`src/rtl/led_pwm_fader.sv`:
```
`timescale 1ns/1ps
`default_nettype none
// +--------------------------------------------------------------------------+
// | Module   : led_pwm_fader                                                 |
// | Purpose  : N-channel LED PWM driver with OFF/SOLID/BLINK/BREATHE modes.  |
// |            Config writes land in per-channel shadow registers and are    |
// |            promoted at PWM period boundaries so outputs never glitch.    |
// | Revision : 1.0  initial release                                          |
// +--------------------------------------------------------------------------+
module led_pwm_fader #(
   parameter  int N_CH      = 3,
   parameter  int PWM_W     = 8,
   parameter  int TICK_DIV  = 64,
   parameter  int BLINK_PER = 32,
   localparam int c_CH_W    = (N_CH > 1) ? $clog2(N_CH) : 1
) (
   input  logic              i_clk,
   input  logic              i_rst,
   input  logic              i_cfg_valid,
   output logic              o_cfg_ready,
   input  logic [c_CH_W-1:0] i_cfg_ch,
   input  logic [1:0]        i_cfg_mode,
   input  logic [PWM_W-1:0]  i_cfg_duty,
   output logic [N_CH-1:0]   o_led,
   output logic              o_period_stb
);

   localparam int               c_PS_W    = (TICK_DIV > 1) ? $clog2(TICK_DIV) : 1;
   localparam int               c_BL_W    = (BLINK_PER > 1) ? $clog2(BLINK_PER) : 1;
   localparam logic [PWM_W-1:0] c_PWM_MAX = {PWM_W{1'b1}};

   localparam logic [1:0] c_MODE_OFF     = 2'd0;
   localparam logic [1:0] c_MODE_SOLID   = 2'd1;
   localparam logic [1:0] c_MODE_BLINK   = 2'd2;
   localparam logic [1:0] c_MODE_BREATHE = 2'd3;

   localparam logic [0:0] c_ST_RISE = 1'b0;
   localparam logic [0:0] c_ST_FALL = 1'b1;

   logic [c_PS_W-1:0] r_presc;
   logic [PWM_W-1:0]  r_pwm_cnt;
   logic              r_ready;
   logic [N_CH-1:0]   r_led;
   logic              w_tick;
   logic              w_bound;
   logic              w_acc;
   logic [PWM_W-1:0]  w_level [N_CH];

   assign w_tick       = (r_presc == c_PS_W'(TICK_DIV - 1));
   assign w_bound      = w_tick && (r_pwm_cnt == c_PWM_MAX);
   assign w_acc        = i_cfg_valid && r_ready;
   assign o_cfg_ready  = r_ready;
   assign o_period_stb = w_bound;
   assign o_led        = r_led;

   // Prescaler and PWM phase counter forming the shared timing base
   always_ff @(posedge i_clk) begin
      if (i_rst) begin
         r_presc   <= '0;
         r_pwm_cnt <= '0;
      end else if (w_tick) begin
         r_presc   <= '0;
         r_pwm_cnt <= r_pwm_cnt + PWM_W'(1);
      end else begin
         r_presc   <= r_presc + c_PS_W'(1);
      end
   end

   // Config port is ready every cycle outside reset
   always_ff @(posedge i_clk) begin
      if (i_rst) r_ready <= 1'b0;
      else       r_ready <= 1'b1;
   end

   generate
      for (genvar gi = 0; gi < N_CH; gi++) begin : g_ch
         // The active duty is not stored separately: it is fully reflected
         // in r_level, which is recomputed from the shadow at each boundary.
         logic [1:0]        r_sh_mode;
         logic [PWM_W-1:0]  r_sh_duty;
         logic [1:0]        r_act_mode;
         logic [PWM_W-1:0]  r_level;
         logic [c_BL_W-1:0] r_blink_cnt;
         logic              r_phase;
         logic [0:0]        r_brth_st;
         logic              w_wr;
         logic              w_mode_chg;
         logic [PWM_W:0]    w_inc;
         logic [PWM_W-1:0]  w_lvl_nxt;
         logic [c_BL_W-1:0] w_cnt_nxt;
         logic              w_ph_nxt;
         logic [0:0]        w_st_nxt;

         assign w_wr         = w_acc && (i_cfg_ch == c_CH_W'(gi));
         assign w_mode_chg   = (r_sh_mode != r_act_mode);
         assign w_inc        = {1'b0, r_level} + {{PWM_W{1'b0}}, 1'b1};
         assign w_level[gi]  = r_level;

         // Next-period level, blink and breathe state, evaluated on the shadow values
         always_comb begin
            w_lvl_nxt = r_level;
            w_cnt_nxt = r_blink_cnt;
            w_ph_nxt  = r_phase;
            w_st_nxt  = r_brth_st;
            if (w_mode_chg) begin
               w_cnt_nxt = '0;
               w_ph_nxt  = 1'b1;
            end else if (r_sh_mode == c_MODE_BLINK) begin
               if (r_blink_cnt == c_BL_W'(BLINK_PER - 1)) begin
                  w_cnt_nxt = '0;
                  w_ph_nxt  = ~r_phase;
               end else begin
                  w_cnt_nxt = r_blink_cnt + c_BL_W'(1);
               end
            end
            case (r_sh_mode)
               c_MODE_OFF:   w_lvl_nxt = '0;
               c_MODE_SOLID: w_lvl_nxt = r_sh_duty;
               c_MODE_BLINK: w_lvl_nxt = w_ph_nxt ? r_sh_duty : '0;
               default: begin
                  if (w_mode_chg) begin
                     w_lvl_nxt = '0;
                     w_st_nxt  = c_ST_RISE;
                  end else if (r_sh_duty < r_level) begin
                     w_lvl_nxt = r_sh_duty;
                     w_st_nxt  = c_ST_FALL;
                  end else if (r_brth_st == c_ST_RISE) begin
                     // Increment in PWM_W+1 bits so a peak of all-ones cannot wrap
                     if (w_inc >= {1'b0, r_sh_duty}) begin
                        w_lvl_nxt = r_sh_duty;
                        w_st_nxt  = c_ST_FALL;
                     end else begin
                        w_lvl_nxt = w_inc[PWM_W-1:0];
                     end
                  end else if (r_level <= PWM_W'(1)) begin
                     w_lvl_nxt = '0;
                     w_st_nxt  = c_ST_RISE;
                  end else begin
                     w_lvl_nxt = r_level - PWM_W'(1);
                  end
               end
            endcase
         end

         // Shadow capture on handshake; shadow-to-active promotion at boundaries
         always_ff @(posedge i_clk) begin
            if (i_rst) begin
               r_sh_mode   <= c_MODE_OFF;
               r_sh_duty   <= '0;
               r_act_mode  <= c_MODE_OFF;
               r_level     <= '0;
               r_blink_cnt <= '0;
               r_phase     <= 1'b0;
               r_brth_st   <= c_ST_RISE;
            end else begin
               if (w_bound) begin
                  r_act_mode  <= r_sh_mode;
                  r_level     <= w_lvl_nxt;
                  r_blink_cnt <= w_cnt_nxt;
                  r_phase     <= w_ph_nxt;
                  r_brth_st   <= w_st_nxt;
               end
               if (w_wr) begin
                  r_sh_mode <= i_cfg_mode;
                  r_sh_duty <= i_cfg_duty;
               end
            end
         end
      end
   endgenerate

   // Registered PWM comparator per channel
   always_ff @(posedge i_clk) begin
      if (i_rst) begin
         r_led <= '0;
      end else begin
         for (int c = 0; c < N_CH; c++) begin
            r_led[c] <= (r_pwm_cnt < w_level[c]);
         end
      end
   end

endmodule
`default_nettype wire

```
`config.mk`:
```
export PLATFORM = sky130hd
export DESIGN_NAME = led_pwm_fader
export DESIGN_NICKNAME = d
export VERILOG_FILES = /design/src/rtl/led_pwm_fader.sv
export SDC_FILE = /design/constraint.sdc
export NUM_CORES = 1
export LEC_CHECK = 0
export BUFFER_PORTS_ARGS = -buffer_cell sky130_fd_sc_hd__buf_4
export CAP_MARGIN = 30
export CORE_UTILIZATION = 40
export DETAILED_ROUTE_END_ITERATION = 7
export GPL_ROUTABILITY_DRIVEN = 0
export GPL_TIMING_DRIVEN = 0
export SYNTH_ARGS = -nofsm -noshare
export SYNTH_HDL_FRONTEND = slang
export SYNTH_SLANG_ARGS = --single-unit
```
`constraint.sdc`:
```
create_clock -name i_clk -period 4.9 [get_ports i_clk]
set_clock_uncertainty 0.2 [all_clocks]
set_input_delay 0.98 -clock i_clk [delete_from_list [all_inputs] [get_ports i_clk]]
set_output_delay 0.98 -clock i_clk [all_outputs]
set_load 0.02 [all_outputs]
```
==> impl_metrics.csv <==
group,metric,value,unit
drt,wire_per_inst,18.2,um
placed_design,post_dp_cell_area,7500,um2
global_routing,met3_usage,0.0409,
synthesis,synth-async-reset-ratio,0,
synthesis,yosysSeqAreaShare,0.280,
drt,vias,6732,
critical_path,critPathMaxStageDelay,510,ps
global_routing,grt_pass1_vias,6115,
synthesis,synth_edf_count,0,
synthesis,syn_inst,902,
global_routing,busiest_layer,"met2",
drt,dr.pass1.iters,5,
critical_path,crit_chain,"ha_1 > nand4_1 > or4_1 > clkbuf_1 > clkinv_2 > buf_2 > buf_2 > buf_4",
outcome,status,"completed",
pwr,ir_worst_vdd,0.213,mV
drt,viasPerCell,5.80,
critical_path,worstPathArrival,3200,ps
sta,layout_setup_ws,524,ps
clocking,postCtsSetupBuffers,0,
sta,hold_violations,0,
die,num_rows,48,
drt,wl,21100,um
drt,drtIter0Drc,623,
critical_path,crit_buf_inv,5,
synthesis,synth_ff_type,"dfxtp_1",
global_routing,use_met2,0.374,
sta,hold_slack,262,ps
critical_path,critPathTopFamily,"buffers and inverters",
die,ios,20,
clocking,clk_latency,350,ps
global_routing,antenna_found_initial,0,
critical_path,cp.required,3720,ps
clocking,htreeDepth,3,
sta,slew_headroom,0.349,
critical_path,cp_slowest_cell,"dfxtp_1",
die,initial_core_util,0.410,
global_routing,met1_usage,0.326,
synthesis,syn-mean-instance-area,7.86,um2
critical_path,crit_top_cell,"buf_2",
clocking,cts_tree,"built",
sta,tightest_slew,969,ps
placed_design,dp_hpwl,16000,um
sta,finalCritPeriodShare,0.893,
clocking,cts_sinks,99,
critical_path,worstSetupPathType,"reg2out",
global_routing,gr-total-overflow,0,
sta,setup_viol,0,
synthesis,syn_area,7090,um2
run,maxCapViolCount,0,
synthesis,synthDistinctLibCells,75,
final_layout,nets,1032,
pwr,total_power,1.68,mW
drt,route.detailed.drc,0,
sta,grt_setup_unrepaired,"no",
synthesis,syn_nets,1003,
worst_hold_path,min_path_type,"reg2reg",
placed_design,dp_slack,940,ps
final_layout,final_util,0.451,
sta,slew_violations,0,
clocking,cts_inserted_buffers,9,
final_layout,drive_above_1_share,0.0673,
placed_design,dp.cells,1145,
clocking,cts_hold_buf,0,
clocking,clock_path_buffers,2,
die,dieWidth,135,um
global_routing,grtUsageTotal,0.238,
critical_path,start_kind,"flip-flop",
final_layout,final-instance-count-excl-fill,1161,
pwr,p_leak,2.95,nW
pwr,powerDensity,215,nW/um2
clocking,cts_resized,0,
final_layout,area_growth,10.2,%
die,fp.dieArea,18300,um2
critical_path,worst-path-max-fanout,10,
clocking,cts-root-buf,"clkbuf_16",
die,die_h,135,um
sta,fmax,229,MHz
critical_path,cp-end-kind,"primary output",
clocking,path_clk_slew,70,ps
synthesis,synth_warnings,0,
global_routing,grt_pass1_wl,33300,um
drt,antenna_left,0,
placed_design,numPortBuffers,18,
final_layout,diodes,0,
sta,period_needed,4380,ps
global_routing,grt_max_degree,17,
sta,finalSetupTns,0,ps
synthesis,ys_seq_elements,99,
final_layout,final_cell_area,7810,um2
die,core,17300,um2
-- worst paths after layout --
path                            slack (ps)              startpoint                     end  cells after the start
worst min-delay path                   260  g_ch[0].r_blink_cnt[4]  g_ch[0].r_blink_cnt[4]                      2
worst max-delay path                   520            r_pwm_cnt[1]            o_period_stb                      8
worst min register to register         260  g_ch[0].r_blink_cnt[4]  g_ch[0].r_blink_cnt[4]                      2
worst max register to register        1010      g_ch[0].r_level[3]      g_ch[0].r_level[7]                     11
-- placed cells by master, fill, tap and decap left out, types with 9 or more instances in the layout --
master     instances
clkbuf_1          23
buf_4             18
ha_1              86
nand2b_1          10
xnor2_1           27
and3_1            11
o21ai_1           10
dfxtp_1           99
nor3_1            21
o21ai_0           27
inv_1             57
nor2_1            58
nand4_1           14
o211ai_1          10
nand3_1           32
buf_2             11
clkbuf_16          9
nand2_1          127
a21o_1            17
xor2_1            22
a21oi_1           69
a31oi_1           22
-- synth_stat cells (4+ instances only) --
cell type,number,area share
o22ai_1,5,0.0044
o221ai_1,4,0.0049
o211ai_1,10,0.011
nand2b_1,10,0.0088
nand4_1,14,0.012
dfxtp_1,99,0.28
o21a_1,5,0.0053
or3_1,6,0.0053
a21oi_1,69,0.049
nor3b_1,5,0.0053
a31oi_1,22,0.019
or2_2,6,0.0053
a22oi_1,6,0.0064
a211oi_1,7,0.0074
o21ai_1,10,0.0071
inv_1,57,0.030
a21o_1,17,0.018
a221o_1,4,0.0056
buf_2,11,0.0078
o21ai_0,27,0.019
nand3_1,32,0.023
ha_1,86,0.15
nor2_1,58,0.031
nor3_1,21,0.015
o21bai_1,4,0.0042
a311oi_1,5,0.0062
xor2_1,22,0.027
nor4_1,7,0.0062
mux2i_1,4,0.0056
and3_1,11,0.0097
clkbuf_1,22,0.012
a211o_1,7,0.0087
xnor2_1,27,0.033
o2111ai_1,6,0.0074
buf_1,4,0.0021
nand2_1,127,0.067
o31ai_1,5,0.0053
nor2b_1,4,0.0035
-- power by group --
group,switching (mW),internal [mW],total (mW)
clock network,0.327,0.412,0.739
registers,0.00913,0.812,0.821
logic,0.0795,0.0406,0.120
total,0.415,1.26,1.68
-- tightest hold or removal path, cell delays in order (launching register included) --
cell,delay [ps]
dfxtp_1,320
nand2_1,50
a21oi_1,50
-- layer usage --
| metal | vias up | wire (um) |
|---|---|---|
| li1 | 3329 | - |
| met3 | 33 | 1340 |
| met1 | 3133 | 9730 |
| met4 | 0 | 542 |
| met2 | 237 | 9500 |
| met5 | - | 0 |
-- logic make-up after synthesis --
family / synth area share
adder cells (fa/ha/maj): 0.152
XOR/XNOR: 0.0606
buffers and inverters: 0.0565
AND/OR/NAND/NOR: 0.208
multiplexers: 0.00724
AO/OA/AOI/OAI: 0.236
flip-flops: 0.280
-- area by class of cell --
cell class / count / area (um2)
clock buffers: 11 / 243
well taps: 225 / 282
repair buffers: 18 / 135
plain buffers: 39 / 178
flip-flops and latches: 99 / 1980
fillers: 1782 / 9490
clock inverters: 5 / 62.6
inverters: 59 / 223
multi-input cells: 705 / 4700
-- state kept, by name, summed over array words and instances (netlist names) --
register and count:
g_ch.r_act_mode 6, g_ch.r_blink_cnt 15, g_ch.r_brth_st 3, g_ch.r_level 24, g_ch.r_phase 3, g_ch.r_sh_duty 24
g_ch.r_sh_mode 6, o_cfg_ready 1, o_led 3, r_presc 6, r_pwm_cnt 8
Note: power is estimated with default switching activity, not from simulation.
